===== src/rtl/sequence_word_packer.sv =====
// sequence_word_packer: serial-in, parallel-out packer with a running 4-bit
// pattern detector and a two-entry output holding buffer.
// Configuration macro: SEQ_PACKER_OVERLAP_EN (defined = overlapping detection,
// undefined = non-overlapping detection, where a match restarts the history).
module sequence_word_packer (
  input  logic       clk,
  input  logic       reset,
  input  logic       bit_in,
  input  logic       bit_valid,
  output logic [7:0] out_word,
  output logic [7:0] out_mask,
  output logic       out_valid,
  input  logic       out_ready,
  output logic       overflow
);

  localparam int unsigned WORD_W = 8;
  localparam int unsigned CNT_W  = 3;
  localparam logic [3:0]  PATTERN = 4'b1011;

  typedef enum logic [1:0] {
    EMPTY = 2'd0,
    ONE   = 2'd1,
    TWO   = 2'd2
  } state_t;

  state_t              state;
  logic [CNT_W-1:0]    bit_cnt;
  logic [WORD_W-2:0]   sr_word;
  logic [WORD_W-2:0]   sr_mask;
  logic [2:0]          hist;
  logic [1:0]          hist_cnt;
  logic [WORD_W-1:0]   pend_word;
  logic [WORD_W-1:0]   pend_mask;
  logic                pend_valid;

  logic                match_c;
  logic                complete_c;
  logic                accept_c;
  logic [WORD_W-1:0]   new_word_c;
  logic [WORD_W-1:0]   new_mask_c;
  logic [1:0]          hist_cnt_nxt_c;

  // Pattern match, word completion and next history count for the current bit
  always_comb begin
    match_c    = (hist_cnt == 2'd3) && ({hist, bit_in} == PATTERN);
    complete_c = bit_valid && (bit_cnt == CNT_W'(WORD_W - 1));
    accept_c   = out_valid && out_ready;
    new_word_c = {sr_word, bit_in};
    new_mask_c = {sr_mask, match_c};
    hist_cnt_nxt_c = (hist_cnt == 2'd3) ? 2'd3 : hist_cnt + 2'd1;
`ifdef SEQ_PACKER_OVERLAP_EN
    // Overlapping: the suffix of a match may begin the next match
`else
    // Non-overlapping: a match needs four fresh bits before the next one
    if (match_c) begin
      hist_cnt_nxt_c = 2'd0;
    end
`endif
  end

  // Serial shift path and detector history; frozen on bit_valid=0
  always_ff @(posedge clk) begin
    if (reset) begin
      bit_cnt  <= '0;
      sr_word  <= '0;
      sr_mask  <= '0;
      hist     <= '0;
      hist_cnt <= '0;
    end else if (bit_valid) begin
      bit_cnt  <= bit_cnt + CNT_W'(1);
      sr_word  <= new_word_c[WORD_W-2:0];
      sr_mask  <= new_mask_c[WORD_W-2:0];
      hist     <= {hist[1:0], bit_in};
      hist_cnt <= hist_cnt_nxt_c;
    end
  end

  // Two-entry holding buffer FSM with registered outputs and sticky overflow
  always_ff @(posedge clk) begin
    if (reset) begin
      state      <= EMPTY;
      out_word   <= '0;
      out_mask   <= '0;
      out_valid  <= 1'b0;
      pend_word  <= '0;
      pend_mask  <= '0;
      pend_valid <= 1'b0;
      overflow   <= 1'b0;
    end else begin
      case (state)
        EMPTY: begin
          if (complete_c) begin
            out_word  <= new_word_c;
            out_mask  <= new_mask_c;
            out_valid <= 1'b1;
            state     <= ONE;
          end
        end
        ONE: begin
          if (accept_c && complete_c) begin
            out_word <= new_word_c;
            out_mask <= new_mask_c;
          end else if (accept_c) begin
            out_valid <= 1'b0;
            state     <= EMPTY;
          end else if (complete_c) begin
            pend_word  <= new_word_c;
            pend_mask  <= new_mask_c;
            pend_valid <= 1'b1;
            state      <= TWO;
          end
        end
        TWO: begin
          if (accept_c) begin
            out_word <= pend_word;
            out_mask <= pend_mask;
            if (complete_c) begin
              pend_word <= new_word_c;
              pend_mask <= new_mask_c;
            end else begin
              pend_valid <= 1'b0;
              state      <= ONE;
            end
          end else if (complete_c) begin
            overflow <= 1'b1;
          end
        end
        default: begin
          state      <= EMPTY;
          out_valid  <= 1'b0;
          pend_valid <= 1'b0;
        end
      endcase
    end
  end

endmodule


===== config.mk =====
export PLATFORM = sky130hd
export DESIGN_NAME = sequence_word_packer
export DESIGN_NICKNAME = d
export VERILOG_FILES = /design/src/rtl/sequence_word_packer.sv
export SDC_FILE = /design/constraint.sdc
export NUM_CORES = 1
export LEC_CHECK = 0
export CAP_MARGIN = 20
export CORE_MARGIN = 5
export CORE_UTILIZATION = 60
export DETAILED_ROUTE_END_ITERATION = 8
export PLACE_DENSITY_LB_ADDON = 0.12
export SETUP_SLACK_MARGIN = 0.2
export SLEW_MARGIN = 40
export SYNTH_ARGS = -nofsm -noshare
export SYNTH_HDL_FRONTEND = slang
export SYNTH_SLANG_ARGS = --single-unit

===== constraint.sdc =====
create_clock -name clk -period 3.43 [get_ports clk]
set_input_delay 0.8575 -clock clk [delete_from_list [all_inputs] [get_ports clk]]
set_output_delay 0.8575 -clock clk [all_outputs]
set_load 0.005 [all_outputs]

==> flow_metrics.tcl, run 1 <==
set metrics [dict create \
    holdBufCountCts 0 \
    syn_area_per_cell_um2 9.457 \
    via_per_inst 5.755 \
    critPathMaxFanout 13 \
    track_usage 0.1951 \
    post_cts_buffers 0 \
    dp_slack_ns 0.7211 \
    antenna_found_initial 0 \
    slew_viol_final 0 \
    fin_worst_skew_ns 0.004972 \
    postSynthRegisterBits 55 \
    cp_num_buf_inv 3 \
    run_status "finished clean" \
    dp_cells 312 \
    cts.htree.levels 2 \
    finalWeightedCongestion 0.7293 \
    ir_worst_vdd_mv 0.3674 \
    syn_area_um2 2440 \
    row_count 23 \
    cpPeakStageDelay_ns 0.51 \
    drt_pass1_iterations 4 \
    drive_gt1_frac 0.05948 \
    hold_viol 0 \
    power.density_nw_per_um2 401.7 \
    wl_mm 4.882 \
    slew_headroom 0.5459 \
    rsz0062_at_grt "no" \
    areaGrowthSynthToFinish_pct 12.56 \
    dieHeight_um 73.77 \
    hpwl_mm 3.361 \
    critical_path_class "input port to register" \
    clock_sinks 55 \
    root_buffer "clkbuf_8" \
    required_ns 3.66 \
    ys_warn_count 0 \
    cts_buffers 5 \
    clockBufferDepth 2 \
    core_um2 3971 \
    path_cells "clkdlybuf4s50_1 -> buf_4 -> and2_1 -> a32o_1 -> buf_12 -> mux2i_1" \
    setup_tns_ns 0 \
    max_freq_ghz 0.4178 \
    wl_per_cell_um 15.30 \
    dieArea_um2 5442 \
    drtIter0Drc 123 \
    grt_max_degree 39 \
    netlist-cell-type-count 32 \
    grt_pass1_vias 1683 \
    cpMaxStageDelayCell "clkdlybuf4s50_1" \
    final_nets 276 \
    drc 0 \
    instances_no_fill 319 \
    ys.flop_type "dfxtp_1" \
    clkTransAtPathRegs_ns 0.09 \
    hp-class "register to register" \
    ys_seq_area_frac 0.4513 \
    period_needed_ns 2.394 \
    drv_cap 0 \
    cts_tree "built" \
    worstMarginPinSlew_ns 0.6811 \
    place.port_buffers 22 \
    initial_core_util 0.6144 \
    synth_edf_count 0 \
    syn_inst 258 \
    clock_latency_ns 0.30 \
    synth_fp_nets 265 \
    setup-violations-final 0 \
    synthArstFlopShare 0 \
    cts_resized 0 \
    overflow 0 \
    min_period_over_period 0.6979 \
    p_leak_nw 0.9127 \
    setup_slack_ns 1.036 \
    endpoint_kind "register" \
    grt_first_pass_wirelength_mm 8.197 \
    power_mw 1.103 \
    n_antenna_cell 0 \
    dieWidth_um 73.77 \
    cp_top_family "buffers and inverters" \
    cp.arrival_ns 2.63 \
    ios 23 \
    route.vias.total 1836 \
    ant_nets 0 \
    start_kind "input port" \
]
## Yosys cell counts (2+ instances only)
cell      count  share of area
a21oi_1       5          0.010
ha_1          2          0.010
a211oi_1     16          0.049
and2_1        2         0.0051
nand2_1      33          0.051
a31oi_1       2         0.0051
mux2i_1      31           0.13
o21bai_1      2         0.0062
buf_6         3          0.014
nor2_1       18          0.028
and4b_1       2         0.0082
buf_2         6          0.012
clkbuf_1     14          0.022
nand2b_1     34          0.087
nand4_1       2         0.0051
dfxtp_1      55           0.45
a311oi_1     16          0.057
## metrics by stage
step,util,cell area [um^2],hold WS [ns]
2_1_floorplan,-,2440,0.4489
3_3_place_gp,0.6657,2644,0.4570
3_5_place_dp,0.6657,2644,0.4644
4_1_cts,0.6916,2746,0.4801
5_1_grt,0.6916,2746,0.5048
6_report,0.6916,2746,0.4757
## cell usage in the layout, fill, tap and decap left out, drive strengths merged, types with 2 or more instances in the layout
cell            n
mux2i          31
nor2           18
buf             7
dfxtp          55
a21oi           5
nand2b         34
a31oi           2
and4b           2
clkdlybuf4s50  21
o21bai          2
and2            2
nand4           2
clkbuf          6
a311oi         16
nand2          33
a211oi         16
ha              2
## routing by layer
layer,global-route usage,vias up,part of all wire
met5,0,-,0
met3,0.05062,5,0.057
met2,0.2933,41,0.46
met1,0.2750,869,0.47
met4,0.05634,0,0.011
li1,-,921,-
## registers in the layout, summed over array words and instances, names as in the netlist
register / flops
bit_cnt: 3
hist_cnt: 2
out_mask: 8
out_valid: 1
out_word: 8
overflow: 1
pend_mask: 8
pend_word: 8
sr_mask: 7
sr_word: 7
state: 2
## worst register-to-register path, stage by stage (launching register included)
cell     delay, ns
dfxtp_1       0.36
ha_1          0.16
ha_1          0.22
and3b_1       0.35
a32o_1        0.48
buf_12        0.21
mux2i_1       0.19
## path summary, 6_finish.rpt
check                                     to  slack [ns]  cells past startpoint         start
worst min-delay path            pend_word[0]        0.48                      2  pend_word[0]
worst min register to register  pend_word[0]        0.48                      2  pend_word[0]
worst max register to register  pend_word[4]        1.39                      6    bit_cnt[0]
worst max-delay path            pend_word[4]        1.04                      6     bit_valid
## cells by family after synthesis
kind of cell | count (synthesis) | synth area share
buffers and inverters | 25 | 0.05538
adders and majority gates | 2 | 0.01025
and+or+nand+nor | 96 | 0.1990
AOI/OAI and AO/OA | 47 | 0.1487
DFF | 55 | 0.4513
muxes | 32 | 0.1318
xor gates and xnor gates | 1 | 0.003590
## where the power goes
| part | internal [mW] | total (mW) | switching (mW) |
|---|---|---|---|
| logic | 0.0217 | 0.0454 | 0.0237 |
| clock network | 0.214 | 0.408 | 0.194 |
| registers | 0.644 | 0.650 | 0.00577 |
| total | 0.880 | 1.10 | 0.224 |
## final cells by class
| cell class | count | area [um^2] |
|---|---|---|
| clock inverters | 1 | 30.03 |
| flip-flops and latches | 55 | 1101 |
| well taps | 50 | 62.56 |
| inverters | 1 | 3.754 |
| fillers | 342 | 1225 |
| repair buffers | 28 | 272.8 |
| clock buffers | 6 | 72.57 |
| multi-input cells | 178 | 1204 |
Note: power is estimated with default switching activity, not from simulation.
==> inputs of run 2 (changes only) <==
--- a/config.mk
+++ b/config.mk
@@ -7,7 +7,7 @@
 export LEC_CHECK = 0
 export CAP_MARGIN = 20
 export CORE_MARGIN = 5
-export CORE_UTILIZATION = 60
+export CORE_UTILIZATION = 51
 export DETAILED_ROUTE_END_ITERATION = 8
 export PLACE_DENSITY_LB_ADDON = 0.12
 export SETUP_SLACK_MARGIN = 0.2
==> constraint.sdc (replaced) <==
create_clock -name clk -period 2 [get_ports clk]
set_input_delay 0.5 -clock clk [delete_from_list [all_inputs] [get_ports clk]]
set_output_delay 0.5 -clock clk [all_outputs]
set_load 0.005 [all_outputs]
==> flow_metrics.tcl, run 2 (synthesized netlist as in run 1, its figures left out) <==
set metrics [dict create \
    initial_core_util 0.5200 \
    place.port_buffers 22 \
    ant_nets 0 \
    routedLengthMet1_mm 2.520 \
    areaGrowthSynthToFinish_pct 15.49 \
    dieArea_um2 6267 \
    seq_power_share 0.620 \
    cpPeakStageDelay_ns 0.52 \
    power_mw 1.797 \
    fin_worst_skew_ns 0.008878 \
    drtIter0Drc 98 \
    cp.arrival_ns 1.94 \
    start_kind "input port" \
    wl_per_cell_um 15.13 \
    path_cells "clkdlybuf4s50_1 -> and4b_1 -> a32o_1 -> buf_12 -> mux2i_1" \
    reg2reg_to "pend_mask[3]" \
    met3_length_um 177 \
    setup-violations-final 0 \
    n_fill_cell 427 \
    cpMaxStageDelayCell "clkdlybuf4s50_1" \
    dr.max_layer_used "met4" \
    drv_cap 0 \
    hold_viol 0 \
    p_clk_frac 0.334 \
    critPathMaxFanout 16 \
    cp_top_family "buffers and inverters" \
    hold_path_end "pend_mask[1]" \
    slew_viol_final 0 \
    ir_worst_vdd_mv 0.4293 \
    layout_commonest_cell "dfxtp_1" \
    cp_num_buf_inv 2 \
    clkTransAtPathRegs_ns 0.09 \
    clock_latency_ns 0.30 \
    p_int_mw 1.390 \
    core_um2 4692 \
    p_sw_frac 0.2265 \
    critical_path_class "input port to register" \
    clockBufferDepth 2 \
    clock_sinks 55 \
    drc 0 \
    run_status "finished clean" \
    fin_util 0.6005 \
    hold_depth 2 \
    combinationalPowerShare 0.045 \
    setup_tns_ns 0 \
    row_count 25 \
    track_usage 0.1744 \
    r2r-start "bit_cnt[0]" \
    cts.htree.levels 2 \
    worstMarginPinSlew_ns 0.4673 \
    cts_tree "built" \
    grt_max_degree 43 \
    period_needed_ns 1.713 \
    via_per_inst 5.529 \
    slew_headroom 0.6885 \
    min_from "pend_mask[1]" \
    wl_mm 5.038 \
    drt_pass1_iterations 4 \
    mostFrequentLayoutCells "54 x dfxtp_1, 34 x nand2b_1, 33 x nand2_1" \
    final_cell_area_um2 2818 \
    ios 23 \
    r2r_slack_ns 0.32 \
    overflow 0 \
    max_freq_ghz 0.5839 \
    grt_first_pass_wirelength_mm 8.714 \
    p_leak_nw 0.9401 \
    hpwl_mm 3.260 \
    r2r_cells 6 \
    required_ns 2.22 \
    final_nets 285 \
    antenna_found_initial 0 \
    hp-class "register to register" \
    route.vias.total 1841 \
    fin_hold_ws_ns 0.4796 \
    power.density_nw_per_um2 637.7 \
    drive_gt1_frac 0.1075 \
    min_period_over_period 0.8564 \
    holdBufCountCts 0 \
    grt_pass1_vias 1790 \
    rsz0062_at_grt "no" \
    endpoint_kind "register" \
    dr_wl_met2_mm 2.262 \
    placed_cell_area_um2 2716 \
    n_antenna_cell 0 \
    dieWidth_um 79.17 \
    finalWeightedCongestion 0.7613 \
    p_switching_uw 406.9 \
    cts_buffers 5 \
    root_buffer "clkbuf_8" \
    dieHeight_um 79.17 \
]
-- run 2: worst max path at each step --
stage	start	slack, ns	endpoint	cells past startpoint
after floorplan	bit_cnt[0]	0.37	pend_mask[4]	7
after global placement	out_ready	-0.06	out_word[0]	4
after detailed placement	out_ready	-0.11	out_mask[3]	4
after CTS	bit_cnt[0]	0.21	out_mask[3]	5
after global routing	bit_cnt[0]	0.21	pend_mask[3]	6
final	out_ready	0.29	pend_mask[3]	5
-- run 2: area by class of cell --
| type | instances | area (um^2) | area share |
|---|---|---|---|
| multi-input combinational | 178 | 1215 | 0.4312 |
| sequential | 55 | 1102 | 0.3912 |
| timing repair buffer | 37 | 344.1 | 0.1221 |
| clock buffer | 6 | 72.57 | 0.02575 |
| tap | 54 | 67.56 | 0.02398 |
| clock inverter | 2 | 12.51 | 0.004441 |
| inverter | 1 | 3.754 | 0.001332 |
-- run 2: metal layers --
layer,vias up,global-route usage
met2,35,0.2551
met1,851,0.2528
met4,0,0.07388
met5,-,0
li1,948,-
met3,7,0.02834
-- run 2: power by group through the flow --
stage          logic (mW)  registers (mW)  clock network [mW]
2_1_floorplan      0.0596            1.14                   0
3_3_place_gp       0.0813            1.14                   0
3_5_place_dp       0.0818            1.14                   0
4_1_cts            0.0821            1.11               0.621
5_1_grt            0.0917            1.12               0.663
6_report           0.0816            1.11               0.601
-- run 2: tightest hold or removal path, stage by stage (launching register included) --
cell and delay, ns:
dfxtp_1 0.32, nand2b_1 0.06, mux2i_1 0.06
-- run 2: timing repair --
item,in CTS,in global routing
setup buffers,0,0
resized for setup,0,6
setup endpoints to repair,0,18
endpoints found under the hold margin,0,0
-- run 2: per-stage QoR --
step | setup slack (ns) | cells
3_3_place_gp | -0.05792 | 325
6_report | 0.2873 | 333
5_1_grt | 0.2069 | 333
2_1_floorplan | 0.3711 | 258
3_5_place_dp | -0.1075 | 325
4_1_cts | 0.2129 | 333
